==> src/rtl/clock_gen_pkg.sv <==
// Shared types for the clock generator: lock sequencer state encoding and
// synchroniser limits.
package clock_gen_pkg;

    typedef enum logic [2:0] {
        ST_RESET,
        ST_WAIT_LOCK,
        ST_STABLE,
        ST_HOLD,
        ST_RUN,
        ST_LOST
    } pll_lock_state_e;

    localparam int PLL_SYNC_STAGES_MIN = 2;

    function automatic int max_int(input int a, input int b);
        return (a > b) ? a : b;
    endfunction

endpackage

==> src/rtl/cdc_sync_bit.sv <==
// Single-bit multi-flop synchroniser; chain resets to 0, output is the last stage.
module cdc_sync_bit #(
    parameter int STAGES = 2
) (
    input  logic clk,
    input  logic rst,
    input  logic d,
    output logic q
);

    logic [STAGES-1:0] chain;

    always_ff @(posedge clk or posedge rst) begin
        if (rst) chain <= '0;
        else     chain <= {chain[STAGES-2:0], d};
    end

    assign q = chain[STAGES-1];

endmodule

==> src/rtl/pll_lock_reset_ctrl.sv <==
// PLL lock qualifier and downstream reset sequencer, one per PLL output clock.
// Optional loss counter / lock_lost_o pulse enabled by PLL_LOCK_LOSS_CNT_EN.
module pll_lock_reset_ctrl
    import clock_gen_pkg::*;
#(
    parameter int SYNC_STAGES       = 2,
    parameter int STABLE_CYCLES     = 1024,
    parameter int RESET_HOLD_CYCLES = 16,
    parameter int LOSS_CNT_W        = 8
) (
    input  logic                  clk_i,
    input  logic                  reset_async_i,
    input  logic                  lock_async_i,
    output logic                  clk_locked_o,
    output logic                  rst_o,
    output logic                  lock_lost_o,
    output logic [LOSS_CNT_W-1:0] loss_count_o,
    output logic [2:0]            state_o
);

    localparam int CNT_W = $clog2(max_int(STABLE_CYCLES, RESET_HOLD_CYCLES) + 1);
    localparam logic [CNT_W-1:0] STABLE_LAST = CNT_W'(STABLE_CYCLES - 1);
    localparam logic [CNT_W-1:0] HOLD_LAST   = CNT_W'(RESET_HOLD_CYCLES - 1);

    if (SYNC_STAGES < PLL_SYNC_STAGES_MIN || STABLE_CYCLES < 1 || RESET_HOLD_CYCLES < 1) begin : g_param_check
        $error("pll_lock_reset_ctrl: SYNC_STAGES must be >= 2, STABLE_CYCLES and RESET_HOLD_CYCLES >= 1");
    end

    pll_lock_state_e  state;
    logic [CNT_W-1:0] cnt;
    logic             lock_sync;

    cdc_sync_bit #(.STAGES(SYNC_STAGES)) u_lock_sync (
        .clk (clk_i),
        .rst (reset_async_i),
        .d   (lock_async_i),
        .q   (lock_sync)
    );

    // One counter serves both the stability window and the reset hold.
    always_ff @(posedge clk_i or posedge reset_async_i) begin
        if (reset_async_i) begin
            state        <= ST_RESET;
            cnt          <= '0;
            clk_locked_o <= 1'b0;
            rst_o        <= 1'b1;
        end else begin
            case (state)
                ST_RESET: state <= ST_WAIT_LOCK;
                ST_WAIT_LOCK: begin
                    if (lock_sync) begin
                        state <= ST_STABLE;
                        cnt   <= '0;
                    end
                end
                ST_STABLE: begin
                    if (!lock_sync) begin
                        state <= ST_WAIT_LOCK;
                    end else if (cnt == STABLE_LAST) begin
                        state        <= ST_HOLD;
                        clk_locked_o <= 1'b1;
                        cnt          <= '0;
                    end else begin
                        cnt <= cnt + 1'b1;
                    end
                end
                ST_HOLD: begin
                    if (!lock_sync) begin
                        state        <= ST_LOST;
                        clk_locked_o <= 1'b0;
                        rst_o        <= 1'b1;
                    end else if (cnt == HOLD_LAST) begin
                        state <= ST_RUN;
                        rst_o <= 1'b0;
                    end else begin
                        cnt <= cnt + 1'b1;
                    end
                end
                ST_RUN: begin
                    if (!lock_sync) begin
                        state        <= ST_LOST;
                        clk_locked_o <= 1'b0;
                        rst_o        <= 1'b1;
                    end
                end
                ST_LOST: state <= ST_WAIT_LOCK;
                default: state <= ST_RESET;
            endcase
        end
    end

    assign state_o = state;

`ifdef PLL_LOCK_LOSS_CNT_EN
    logic loss_event;
    assign loss_event = ((state == ST_HOLD) || (state == ST_RUN)) && !lock_sync;

    // Saturates at all-ones; only reset_async_i clears it, relock does not.
    always_ff @(posedge clk_i or posedge reset_async_i) begin
        if (reset_async_i) begin
            lock_lost_o  <= 1'b0;
            loss_count_o <= '0;
        end else begin
            lock_lost_o <= loss_event;
            if (loss_event && (loss_count_o != '1))
                loss_count_o <= loss_count_o + 1'b1;
        end
    end
`else
    assign lock_lost_o  = 1'b0;
    assign loss_count_o = '0;
`endif

endmodule

==> config.mk <==
export PLATFORM = sky130hd
export DESIGN_NAME = pll_lock_reset_ctrl
export DESIGN_NICKNAME = d
export VERILOG_FILES = /design/src/rtl/clock_gen_pkg.sv /design/src/rtl/cdc_sync_bit.sv /design/src/rtl/pll_lock_reset_ctrl.sv
export SDC_FILE = /design/constraint.sdc
export NUM_CORES = 1
export LEC_CHECK = 0
export ABC_AREA = 1
export BUFFER_PORTS_ARGS = -buffer_cell sky130_fd_sc_hd__buf_2
export CORE_ASPECT_RATIO = 1.1
export CORE_MARGIN = 2
export CORE_UTILIZATION = 39
export DETAILED_ROUTE_END_ITERATION = 6
export GPL_TIMING_DRIVEN = 0
export PLACE_DENSITY_LB_ADDON = 0.2
export SETUP_SLACK_MARGIN = 0.15
export SLEW_MARGIN = 40
export SYNTH_ARGS = -nofsm -noshare
export SYNTH_HDL_FRONTEND = slang
export SYNTH_HIERARCHICAL = 1
export SYNTH_SLANG_ARGS = --single-unit
==> constraint.sdc <==
create_clock -name clk_i -period 1.7 [get_ports clk_i]
set_input_delay 0.085 -clock clk_i [delete_from_list [all_inputs] [get_ports clk_i]]
set_output_delay 0.085 -clock clk_i [all_outputs]
set_load 0.01 [all_outputs]
# --- Word level (Yosys, flattened, before mapping) ---
# Index checks and enable logic that the tools add are counted.
totals:
  regBits: 18
  latch_bits: 0
  ram_bits: 0
  rom_bits: 0
  in_bits: 3
  wordCells: 53
  n_memories: 0
op_classes:
  n_addsub: 1
  multipliers: 0
  n_div: 0
  magnitude_cmp: 0
  n_eq_ne: 16
  n_shift: 0
  muxes: 21
  n_bitwise: 0
  reduce_logical: 10
ops:
  columns: ["operator", "count"]
  rows:
  - ["$mux 11", 5]
  - ["$pmux 11 s3", 1]
  - ["$mux 3", 6]
  - ["$pmux 3 s5", 1]
  - ["$add 11x1->11 const B", 1]
  - ["$eq 11x10->1 const B", 1]
  - ["$eq 11x4->1 const B", 1]
  - ["$ne 2x2->1 const B", 4]
  - ["$reduce_and 4->1", 2]
  - ["$eq 3x2->1 const B", 2]
  - ["$eq 3x3->1 const B", 2]
  - ["$mux 1", 6]
  - ["$ne 2x1->1 const B", 3]
  - ["$ne 3x3->1 const B", 2]
  - ["$reduce_and 5->1", 1]
  - ["$pmux 1 s2", 2]
  - ["$reduce_bool 2->1", 2]
  - ["$reduce_or 2->1", 2]
  - ["$eq 3x1->1 const B", 1]
  - ["$logic_not 3->1", 1]
  - ["$reduce_and 3->1", 1]
  - ["$reduce_bool 3->1", 1]

# --- Logic depth before layout (Yosys ltp) ---
depth:
  word_depth: 4
  mapped_depth: 10
  mapped_depth_nobuf: 10

# --- Cells and area by module ---
# Netlist, hierarchy kept.
modules_own_cells:
  columns: ["module", "instances", "cells_each", "area_each_um2", "seq_area_each_um2"]
  rows:
  - ["pll_lock_reset_ctrl", 1, 155, 1079.8, 401.6]
  - ["cdc_sync_bit", 1, 3, 53.8, 50.0]

# --- Least setup slack after synthesis ---
# Ideal clock, no wire load.
synth_timing:
  path_kind: "reg-to-reg"
  startpoint: "reg cnt[0]"
  endpoint: "reg cnt[10]"
  setup_ps: 65
  arrival_time_ps: 1272
  required_ps: 1635
  path_slack_ps: 363
  path_stages_with_launch: 11
  period_less_slack_ps: 1337
  path_cell_list: "dfrtp_1 > ha_1 > nand2_1 > nor2_1 > nand3_1 > nand2_1 > nand2_1 > inv_1 > nor2_2 > nand2_1 > nand2_1"
synth_via:
  elab_chain_cells: 4
  word_cells_on_any_way: 10
synth_lines:
  columns: ["item", "line_no", "source"]
  rows:
  - ["from (decl)", "pll_lock_reset_ctrl.sv:30", "logic [CNT_W-1:0] cnt;"]
  - ["from (signal assigned)", "pll_lock_reset_ctrl.sv:64", "cnt <= cnt + 1'b1;"]
  - ["from (signal assigned)", "pll_lock_reset_ctrl.sv:76", "cnt <= cnt + 1'b1;"]
  - ["$add 11x1->11 / $eq 11x10->1 (equally long branches)", "pll_lock_reset_ctrl.sv:64, pll_lock_reset_ctrl.sv:76, pll_lock_reset_ctrl.sv:59", null]
  - ["$mux 11 (on tied branches)", "pll_lock_reset_ctrl.sv:72, pll_lock_reset_ctrl.sv:59", null]
  - ["$mux 11 (on tied branches)", "pll_lock_reset_ctrl.sv:68, pll_lock_reset_ctrl.sv:57", null]
  - ["$pmux 11 s3", "pll_lock_reset_ctrl.sv:48", "case (state)"]
# Parallel ways exist; a longest one is shown, timed or not. The select of a mux whose other input is x is not followed.
# A chain may end at the register's enable or synchronous reset.

# --- Final worst setup path ---
layout_timing:
  startpoint: "reg cnt[1]"
  endpoint: "reg state[0], in the netlist state_o[0]"
layout_via:
  elab_chain_cells: 3
  word_cells_on_any_way: 5
layout_lines:
  columns: ["item", "line_no", "source"]
  rows:
  - ["$eq 11x10->1 / $eq 11x4->1 (equally long branches)", "pll_lock_reset_ctrl.sv:59, pll_lock_reset_ctrl.sv:72", null]
  - ["$ne 3x3->1 (no source line)", null, null]
  - ["$reduce_and 4->1 (no source line) *", null, null]
  - ["to (signal assigned)", "pll_lock_reset_ctrl.sv:58", "state <= ST_WAIT_LOCK;"]
  - ["to (signal assigned)", "pll_lock_reset_ctrl.sv:60", "state <= ST_HOLD;"]
  - ["to (signal assigned)", "pll_lock_reset_ctrl.sv:69", "state <= ST_LOST;"]
  - ["to (decl)", "pll_lock_reset_ctrl.sv:29", "pll_lock_state_e state;"]
# Every way passes the cells marked *; elsewhere a longest branch is shown, timed or not.

==> flow_summary_export.csv <==
group,metric,value,unit
run_status,status,"complete, no violations",
die,design.portCount,17,
global_routing,grt_pass1_vias,978,
synthesis,yosys_warnings,6,
pwr,leakagePower,0.685,nW
clocking,cts_root_buf,"clkbuf_4",
critical_path,critPathSlowestCell,"dfrtp_1",
clocking,cts_sinks,18,
critical_path,critical_path.max_fanout,3,
critical_path,path_delay_family,"simple AND/OR/NAND/NOR gates",
cells_and_area,area_growth_syn_to_layout,24.2,%
timing,setup_repair_after_global_routing_missed_its_margin,"false",
critical_path,critPathCaptureType,"register",
critical_path,critPathKind,"register to register",
synthesis,synthDistinctLibCells,24,
clocking,worst_path_clk_slew,0.11,ns
pwr,total_switching_power,607,uW
place,routability_driven_placement_congestion_ratio,0.823,
place,dp_worst_setup_slack,0.104,ns
cells_and_area,fillCellCount,285,
critical_path,crit_path_cell_trace,"ha_4 -> nand2_2 -> nor2_4 -> nand3_2 -> buf_6 -> nand3_2 -> nand3_1 -> nand2_1 -> nand2_1",
run,maxCapViolations,0,
timing,period_needed,1.44,ns
pwr,internal_power,840,uW
critical_path,crit_buf_inv,1,
pwr,worst_vdd_drop,0.000554,V
synthesis,post_synth.cell_area_avg,7.17,um^2
detailed_routing,vias,1014,
cells_and_area,post_route_cells_drive_above_1_share,28.7,%
timing,total_negative_slack,0,ns
detailed_routing,drt.antenna.violating_nets,0,
cells_and_area,antennaDiodeCount,0,
pwr,pwr-share-seq,39.8,%
detailed_routing,dr.pass1.iters,5,
critical_path,worst_setup_path_start_kind,"register",
die,starting_density_of_the_core,40.8,%
detailed_routing,viasPerCell,4.74,
clocking,tritoncts.num_buffers,3,
synthesis,register_bit_count_reported_by_yosys,18,
clocking,clock_path_buffers,2,
pwr,comb_power_share,41.0,%
detailed_routing,wl_per_cell,11.2,um
global_routing,initial_antenna_violation_count,0,
clocking,tritoncts_clock_tree,"done",
timing,timing.slew.headroom,57.8,%
clocking,clkLatencyLatePin,0.30,ns
die,num_rows,20,
die,die_area,3350,um^2
cells_and_area,multi_input_area,656,um^2
timing,setup_viol,0,
critical_path,critPathRequiredTime,1.90,ns
timing,report.final.hold_viol_count,0,
detailed_routing,detail_route.wirelength,2400,um
place,number_of_input_and_output_port_buffers_inserted,7,
synthesis,postSynthCellCount,158,
global_routing,globalRouteOverflowTotal,0,
die,design.core.area,2780,um^2
timing,clock.fmax,696,MHz
global_routing,grt_start_max_net_pins,17,
detailed_routing,iteration_0_drc_markers,27,
timing,worst-slew-pin-transition,0.632,ns
timing,final.setup_skew,0.00434,ns
global_routing,grt_pass1_wl,4240,um
timing,min_period_over_period,84.6,%
clocking,cts-htree-levels,1,
cells_and_area,area.sequential,454,um^2
hold_path,worst_hold_path_type,"input port to asynchronous set/reset pin",
critical_path,timing.critical_path.slowest_cell_delay,0.43,ns
pwr,power.density_cell_area,1030,nW/um^2
pwr,clockPowerShare,19.2,%
critical_path,worst_ep_arrival_time,1.64,ns
timing,final-max-slew-violation-count,0,
cells_and_area,fin_nets,186,
detailed_routing,detail_route.drc_violations,0,
die,die_x,55.4,um
pwr,swShare,41.9,%
place,place.detailed.hpwl,1740,um
timing,setup_ws,0.262,ns
synthesis,synth-seq-area-share,39.8,%
die,die_h,60.5,um
synthesis,synth.cell_area,1130,um^2
global_routing,global_route.usage.total,15.9,%
## tightest hold or removal path, cell delays in order
cell and delay, ns:
dlygate4sd3_1 0.52, buf_2 0.12, inv_1 0.08
## state kept, by name, indices dropped and copies added (netlist names)
name / flops
cnt: 11
state_o: 3
u_lock_sync/chain: 2
clk_locked_o: 1
rst_o: 1
## cells in the final DEF (no fill, tap or decap)
master / n
a21oi_1: 1
buf_2: 7
buf_4: 10
buf_6: 2
clkbuf_4: 3
clkbuf_8: 1
conb_1: 9
dfrtp_1: 15
dfrtp_2: 2
dfstp_2: 1
dlygate4sd3_1: 2
ha_4: 1
inv_1: 12
inv_2: 6
nand2_1: 49
nand2_2: 4
nand3_1: 7
nand3_2: 5
nand3_4: 2
nand4_1: 6
nor2_1: 12
nor2_2: 2
nor2_4: 3
nor3_2: 2
o211ai_1: 1
o21ai_0: 7
o21ai_1: 2
o21ai_2: 1
xnor2_1: 3
xor2_1: 3
## final timing paths
check | depth (start not counted) | start | endpoint | slack, ns
hold reg to reg | 0 | u_lock_sync/chain[0] | u_lock_sync/chain[1] | 0.36
max in group asynchronous | 3 | reset_async_i | state_o[1] | 0.87
setup / recovery | 9 | cnt[1] | state_o[0] | 0.26
min in group clk_i | 0 | u_lock_sync/chain[0] | u_lock_sync/chain[1] | 0.36
hold / removal | 3 | reset_async_i | u_lock_sync/chain[0] | 0.16
setup reg to reg | 9 | cnt[1] | state_o[0] | 0.26
## cells in the mapped netlist
cell | n | share of area (%)
inv_1 | 14 | 4.6
nor2_1 | 14 | 4.6
nor2_2 | 3 | 1.7
buf_4 | 9 | 6.0
buf_6 | 1 | 0.99
ha_1 | 1 | 1.1
dfstp_2 | 1 | 2.3
o21ai_2 | 1 | 0.77
nand2_2 | 1 | 0.55
nand4_1 | 6 | 3.3
a21oi_1 | 1 | 0.44
nor3_2 | 1 | 0.88
xnor2_1 | 3 | 2.3
o211ai_1 | 1 | 0.66
inv_2 | 4 | 1.3
conb_1 | 1 | 0.33
xor2_1 | 3 | 2.3
nor3_1 | 1 | 0.44
o21ai_0 | 7 | 3.1
nand2_1 | 52 | 17
nand3_2 | 1 | 0.88
o21ai_1 | 2 | 0.88
dfrtp_1 | 17 | 38
nand3_1 | 13 | 5.7
## per-layer routing
layer / track usage [%] / wire length (um)
met1: 20.4 / 1090
met2: 28.4 / 1190
met3: 1.92 / 97
met4: 5.23 / 23
met5: 0 / 0
## power by group through the flow
stage / clock [mW] / sequential [mW] / combinational [mW]
6_report: 0.278 / 0.576 / 0.594
5_1_grt: 0.300 / 0.589 / 0.678
4_1_cts: 0.284 / 0.565 / 0.552
3_5_place_dp: 0 / 0.572 / 0.536
3_3_place_gp: 0 / 0.567 / 0.525
2_1_floorplan: 0 / 0.583 / 0.374
## metrics by stage
step | cells | hold WS [ns] | utilization [%] | total power, mW | instance area (um^2)
floorplan | 166 | -0.174 | - | 0.957 | 1160
global placement | 206 | -0.0550 | 44.6 | 1.09 | 1240
detailed placement | 206 | -0.0518 | 44.6 | 1.11 | 1240
CTS | 212 | 0.164 | 47.5 | 1.40 | 1320
global route | 214 | 0.160 | 50.7 | 1.57 | 1410
finish | 214 | 0.156 | 50.7 | 1.45 | 1410
## logic make-up (layout without fill, tap and decap cells)
logic type	count (synthesis)	count (layout)	share of synthesized area, %
AOI/OAI and AO/OA	12	12	5.85
xor gates and xnor gates	6	6	4.64
adders and majority gates	1	1	1.10
buffers and inverters	28	43	12.9
DFF	18	18	39.8
other	1	9	0.331
and+or+nand+nor	92	92	35.3
## layout make-up
cell class | instances | area share [%]
Sequential cell | 18 | 32.3
Timing Repair Buffer | 11 | 5.24
Multi-Input combinational cell | 120 | 46.6
Clock buffer | 4 | 2.58
Buffer | 10 | 5.60
Inverter | 18 | 4.80
Tap cell | 33 | 2.93
## timing repair
action,4_1_cts,5_1_grt
gates resized for setup,5,19
pin swaps,0,3
hold buffers,2,0
endpoints found under the hold margin,18,0
setup buffers,0,2
setup endpoints to repair,5,12
Note: power is estimated with default switching activity, not from simulation.
